`src/rtl/pcs_pkg.sv`:
```
// Shared PCS/GMII transmit definitions: xmit encodings, GMII framing bytes and scheduler states.
package pcs_pkg;

  localparam logic [2:0] XMIT_IDLE          = 3'd0;
  localparam logic [2:0] XMIT_CONFIGURATION = 3'd1;
  localparam logic [2:0] XMIT_DATA          = 3'd2;

  localparam logic [7:0] PREAMBLE_BYTE = 8'h55;
  localparam logic [7:0] SFD_BYTE      = 8'hD5;

  typedef enum logic [2:0] {
    S_IDLE,
    S_PRE,
    S_SFD,
    S_DATA,
    S_DRAIN,
    S_IPG
  } state_e;

endpackage

```
`src/rtl/ipg_counter.sv`:
```
// Loadable down-counter that saturates at zero; done is high while the count is zero.
module ipg_counter #(
  parameter int unsigned Width = 4
) (
  input  logic             clk_i,
  input  logic             rst_i,
  input  logic             load_i,
  input  logic [Width-1:0] load_val_i,
  input  logic             en_i,
  output logic             done_o
);

  logic [Width-1:0] cnt_q, cnt_d;

  always_comb begin
    cnt_d = cnt_q;
    if (load_i) begin
      cnt_d = load_val_i;
    end else if (en_i && (cnt_q != '0)) begin
      cnt_d = cnt_q - Width'(1);
    end
  end

  always_ff @(posedge clk_i or posedge rst_i) begin
    if (rst_i) begin
      cnt_q <= '0;
    end else begin
      cnt_q <= cnt_d;
    end
  end

  assign done_o = (cnt_q == '0);

endmodule

```
`src/rtl/tx_frame_sched.sv`:
```
// GMII-side transmit frame scheduler: preamble/SFD insertion, payload streaming, abort handling
// and inter-packet gap enforcement ahead of the 1000BASE-X PCS transmit block.
module tx_frame_sched
  import pcs_pkg::*;
#(
  parameter int unsigned PREAMBLE_BYTES = 7,
  parameter int unsigned IPG_BYTES      = 12,
  parameter int unsigned CNT_W          = 16
) (
  input  logic             GTX_CLK,
  input  logic             mr_main_reset,
  input  logic [2:0]       xmit,
  input  logic             COL,
  input  logic             s_valid,
  input  logic [7:0]       s_data,
  input  logic             s_last,
  input  logic             s_err,
  output logic             s_ready,
  output logic             TX_EN,
  output logic             TX_ER,
  output logic [7:0]       TXD,
  output logic             busy,
  output logic             col_abort,
  output logic             underrun,
  output logic [CNT_W-1:0] frames_sent
);

  localparam int unsigned MaxLoad = (IPG_BYTES > PREAMBLE_BYTES) ? IPG_BYTES : PREAMBLE_BYTES;
  localparam int unsigned CntW    = $clog2(MaxLoad + 1);
  localparam logic [CntW-1:0] PreLoad = CntW'(PREAMBLE_BYTES - 1);
  localparam logic [CntW-1:0] IpgLoad = CntW'(IPG_BYTES - 1);

  state_e           state_q, state_d;
  logic             tx_en_q, tx_en_d;
  logic             tx_er_q, tx_er_d;
  logic [7:0]       txd_q, txd_d;
  logic             col_abort_q, col_abort_d;
  logic             underrun_q, underrun_d;
  logic             err_seen_q, err_seen_d;
  logic [CNT_W-1:0] frames_sent_q, frames_sent_d;

  logic            cnt_load, cnt_en, cnt_done;
  logic [CntW-1:0] cnt_val;

  // One counter serves both the preamble and the gap; the two phases never overlap.
  ipg_counter #(
    .Width(CntW)
  ) u_ipg_counter (
    .clk_i     (GTX_CLK),
    .rst_i     (mr_main_reset),
    .load_i    (cnt_load),
    .load_val_i(cnt_val),
    .en_i      (cnt_en),
    .done_o    (cnt_done)
  );

  assign cnt_en  = (state_q == S_PRE) || (state_q == S_IPG);
  assign s_ready = (state_q == S_SFD) || (state_q == S_DATA) || (state_q == S_DRAIN);
  assign busy    = (state_q != S_IDLE);

  always_comb begin
    state_d       = state_q;
    tx_en_d       = 1'b0;
    tx_er_d       = 1'b0;
    txd_d         = 8'h00;
    col_abort_d   = 1'b0;
    underrun_d    = 1'b0;
    err_seen_d    = err_seen_q;
    frames_sent_d = frames_sent_q;
    cnt_load      = 1'b0;
    cnt_val       = IpgLoad;

    unique case (state_q)
      S_IDLE: begin
        if (s_valid && (xmit == XMIT_DATA) && cnt_done) begin
          state_d    = S_PRE;
          tx_en_d    = 1'b1;
          txd_d      = PREAMBLE_BYTE;
          err_seen_d = 1'b0;
          cnt_load   = 1'b1;
          cnt_val    = PreLoad;
        end
      end
      S_PRE: begin
        if (COL) begin
          col_abort_d = 1'b1;
          state_d     = S_DRAIN;
        end else if (xmit != XMIT_DATA) begin
          state_d = S_DRAIN;
        end else begin
          tx_en_d = 1'b1;
          if (cnt_done) begin
            txd_d   = SFD_BYTE;
            state_d = S_SFD;
          end else begin
            txd_d = PREAMBLE_BYTE;
          end
        end
      end
      // The SFD cycle already accepts the first payload byte, so it shares the data handling.
      S_SFD, S_DATA: begin
        if (COL || (xmit != XMIT_DATA)) begin
          col_abort_d = COL;
          if (s_valid && s_last) begin
            state_d  = S_IPG;
            cnt_load = 1'b1;
          end else begin
            state_d = S_DRAIN;
          end
        end else if (!s_valid) begin
          tx_en_d    = 1'b1;
          tx_er_d    = 1'b1;
          underrun_d = 1'b1;
          state_d    = S_DRAIN;
        end else begin
          tx_en_d    = 1'b1;
          tx_er_d    = s_err;
          txd_d      = s_data;
          err_seen_d = err_seen_q | s_err;
          state_d    = S_DATA;
          if (s_last) begin
            state_d  = S_IPG;
            cnt_load = 1'b1;
            if (!(err_seen_q || s_err)) begin
              frames_sent_d = frames_sent_q + CNT_W'(1);
            end
          end
        end
      end
      S_DRAIN: begin
        if (s_valid && s_last) begin
          state_d  = S_IPG;
          cnt_load = 1'b1;
        end
      end
      S_IPG: begin
        if (cnt_done) begin
          state_d = S_IDLE;
        end
      end
      default: state_d = S_IDLE;
    endcase
  end

  always_ff @(posedge GTX_CLK or posedge mr_main_reset) begin
    if (mr_main_reset) begin
      state_q       <= S_IDLE;
      tx_en_q       <= 1'b0;
      tx_er_q       <= 1'b0;
      txd_q         <= 8'h00;
      col_abort_q   <= 1'b0;
      underrun_q    <= 1'b0;
      err_seen_q    <= 1'b0;
      frames_sent_q <= '0;
    end else begin
      state_q       <= state_d;
      tx_en_q       <= tx_en_d;
      tx_er_q       <= tx_er_d;
      txd_q         <= txd_d;
      col_abort_q   <= col_abort_d;
      underrun_q    <= underrun_d;
      err_seen_q    <= err_seen_d;
      frames_sent_q <= frames_sent_d;
    end
  end

  assign TX_EN       = tx_en_q;
  assign TX_ER       = tx_er_q;
  assign TXD         = txd_q;
  assign col_abort   = col_abort_q;
  assign underrun    = underrun_q;
  assign frames_sent = frames_sent_q;

endmodule

```
`config.mk`:
```
export PLATFORM = sky130hd
export DESIGN_NAME = tx_frame_sched
export DESIGN_NICKNAME = d
export VERILOG_FILES = /design/src/rtl/pcs_pkg.sv /design/src/rtl/ipg_counter.sv /design/src/rtl/tx_frame_sched.sv
export SDC_FILE = /design/constraint.sdc
export NUM_CORES = 1
export LEC_CHECK = 0
export CAP_MARGIN = 20
export CORE_ASPECT_RATIO = 1.4
export CORE_MARGIN = 1.5
export CORE_UTILIZATION = 45
export DETAILED_ROUTE_END_ITERATION = 6
export HOLD_SLACK_MARGIN = 0.02
export PLACE_DENSITY = 0.85
export SYNTH_ARGS = -nofsm -noshare
export SYNTH_HDL_FRONTEND = slang
export SYNTH_SLANG_ARGS = --single-unit
```
`constraint.sdc`:
```
create_clock -name GTX_CLK -period 1.9 [get_ports GTX_CLK]
set_input_delay 0.38 -clock GTX_CLK [delete_from_list [all_inputs] [get_ports GTX_CLK]]
set_output_delay 0.38 -clock GTX_CLK [all_outputs]
set_load 0.02 [all_outputs]
```
==> results.cfg, run 1 <==
[sta]
max_freq_mhz = 554.1
post-route-period-util_pct = 94.98
slew_headroom_pct = 70.25
hold_violations = 0
finalSetupViolCount = 0
finalCriticalPeriod_ns = 1.805
hold_ws_ns = 0.4770
skew_ns = 0.005176
rsz0062_at_grt = no
worst_slew_pin_slew_ns = 0.4462
fin_ws_ns = 0.09535
drv_slew = 0

[cts]
clk-insertion-delay-late_ns = 0.29
clock_path_buffers = 2
numClockSinks = 36
path_clk_slew_ns = 0.06
cts_hold_buffers = 0
htree_levels = 2
root_buffer = clkbuf_8
cts_buffers = 5
cts_tree = built

[drt]
wl_per_cell_um = 14.68
topRoutingLayerUsed = met4
totalWireLength_um = 3979
vias = 1448
routed_via_density = 5.343
firstDrtPassIters = 4
antenna_left = 0
wl_met1_um = 1530
wl_met2_um = 2219
drt-initial-drc-count = 39
routed-wl-met3_um = 183
drc_errors = 0

[synth]
synthFlopType = dfrtp_1
avgSynthCellArea_um2 = 10.79
synth_seq_area_share_pct = 53.18
netlist_area_um2 = 1694
synthCells = 157
synth_cell_types = 32
yosysWarnings = 0
postSynthNetCount = 177
ys_seq_elements = 36
async_flop_share_pct = 100.0
synth_edf_count = 0

[grt]
first_global_vias = 1369
track_usage_pct = 21.20
overflow = 0
antenna_found_initial = 0
grt_pass1_wl_um = 6285
grt_max_degree = 37

[finish]
finalInstanceArea_um2 = 2462
fillers = 274
drive_above_1_share_pct = 16.59
layout_common_cells = clkdlybuf4s50_1 (40), dfrtp_1 (36), buf_4 (21)
nNetsFinal = 249
final_common_cell = clkdlybuf4s50_1
syn_to_final_growth_pct = 45.35
antenna_cells = 0

[floorplan]
num_rows = 26
core_area_um2 = 3611
ios = 47
die_h_um = 75.60
initial_core_util_pct = 46.92
die_w_um = 54.86
die-area_um2 = 4147

[place]
place_congestion = 0.9636
post_dp_cell_area_um2 = 2354
portBuffers = 46
pre_cts_slack_ns = -0.3737
dp_hpwl_um = 2993

[critical_path]
critical_path_class = flip-flop to output port
path_buf_inv = 1
endpoint_kind = output port
ff2ff_path_depth = 6
crit_chain = or3_1 > dlygate4sd2_1
cpPeakStageDelay_ns = 0.45
regToRegSetupSlack_ns = 0.11
reg2reg_from = u_ipg_counter.cnt_q[0]$_DFFE_PP0P_
arrival_ns = 1.42
path_delay_family = flip-flops
start_kind = flip-flop
worstPathRequired_ns = 1.52
crit_fanout = 6
r2r_end = u_ipg_counter.cnt_q[0]$_DFFE_PP0P_
slowest_stage = dfrtp_1

[power_and_ir_drop]
vdd_drop_max_mv = 0.7165
power_density_nw_per_um2 = 774.9
leakage_nw = 1.177

[run]
max_cap_violations = 0

[status]
status = completed

[worst_hold_path]
hold_path.class = input port to async pin
[tightest hold or removal path, cell delays in order]
cell             delay [ns]
clkdlybuf4s50_1        0.39
inv_1                  0.05
buf_4                  0.38
[state kept, by name, summed over array words and instances (netlist names)]
signal and count:
TX_ER 1, err_seen_q 1, underrun 1, state_q 3, TX_EN 1, col_abort 1, frames_sent 16, TXD 8
u_ipg_counter.cnt_q 4
[per-stage QoR]
| step | util (%) | instances | TNS (ns) | total power, mW |
|---|---|---|---|---|
| floorplan | - | 157 | 0 | 1.191 |
| global placement | 65.18 | 263 | -6.317 | 1.399 |
| detailed placement | 65.18 | 263 | -6.987 | 1.415 |
| CTS | 67.71 | 271 | 0 | 1.915 |
| global route | 68.19 | 271 | 0 | 2.006 |
| finish | 68.19 | 271 | 0 | 1.908 |
[report_power, final]
part	internal (mW)	total, mW	switching (mW)	leakage (nW)
Clock	0.249	0.502	0.253	0.0410
Combinational	0.246	0.505	0.258	0.654
Sequential	0.833	0.902	0.0685	0.482
Total	1.33	1.91	0.580	1.18
[logic make-up after synthesis]
logic type / synth area share, %
AOI/OAI and AO/OA: 7.459
buffers and inverters: 1.994
and+or+nand+nor: 26.37
adders and majority gates: 2.216
xor gates and xnor gates: 8.789
DFF: 53.18
[layer usage]
metal | vias to the layer above | track usage [%]
met3 | 6 | 4.706
met5 | - | 0
met2 | 44 | 37.30
li1 | 698 | -
met1 | 700 | 24.39
met4 | 0 | 8.056
[Yosys cell counts (4+ instances only)]
cell | n | share of area, %
nand4_1 | 13 | 4.8
inv_1 | 6 | 1.3
and2_1 | 4 | 1.5
nand2_1 | 14 | 3.1
and3_1 | 5 | 1.8
xnor2_1 | 15 | 7.8
nand3b_1 | 4 | 1.8
a21o_1 | 6 | 2.7
nor2_1 | 4 | 0.89
dfrtp_1 | 36 | 53
a21oi_1 | 7 | 2.1
nand3_1 | 6 | 1.8
nor3b_1 | 4 | 1.8
[how the worst max path moves through the flow]
stage,start,endpoint,slack (ns),cells past startpoint
2_1_floorplan,xmit[0],frames_sent[11]$_DFFE_PP0P_,0.07,4
3_3_place_gp,xmit[0],frames_sent[9]$_DFFE_PP0P_,-0.33,6
3_5_place_dp,xmit[0],frames_sent[12]$_DFFE_PP0P_,-0.37,6
4_1_cts,xmit[1],u_ipg_counter.cnt_q[2]$_DFFE_PP0P_,0.001,5
5_1_grt,u_ipg_counter.cnt_q[0]$_DFFE_PP0P_,u_ipg_counter.cnt_q[0]$_DFFE_PP0P_,0.008,6
6_report,state_q[1]$_DFFE_PP0P_,busy,0.1,2
[what timing repair did]
action / 4_1_cts / 5_1_grt
setup endpoints to repair: 12 / 20
gates resized for setup: 6 / 9
buffers inserted: 0 / 0
pin swaps: 1 / 3
gates cloned: 1 / 0
[cell type report]
type | instances | area [um2] | share of cell area [%]
Clock inverter | 1 | 5.005 | 0.2033
Multi-Input combinational cell | 112 | 772.0 | 31.35
Inverter | 6 | 22.52 | 0.9146
Sequential cell | 36 | 900.9 | 36.59
Clock buffer | 6 | 72.57 | 2.947
Tap cell | 42 | 52.55 | 2.134
Timing Repair Buffer | 68 | 636.9 | 25.86
Power figures use the tool's default switching activity.
==> run 2: changes to the inputs <==
Settings changed: CAP_MARGIN 20 to not set, SLEW_MARGIN set to 20.
==> results of run 2 <==
The final DEF is identical to that of run 1; final timing and power are the same.
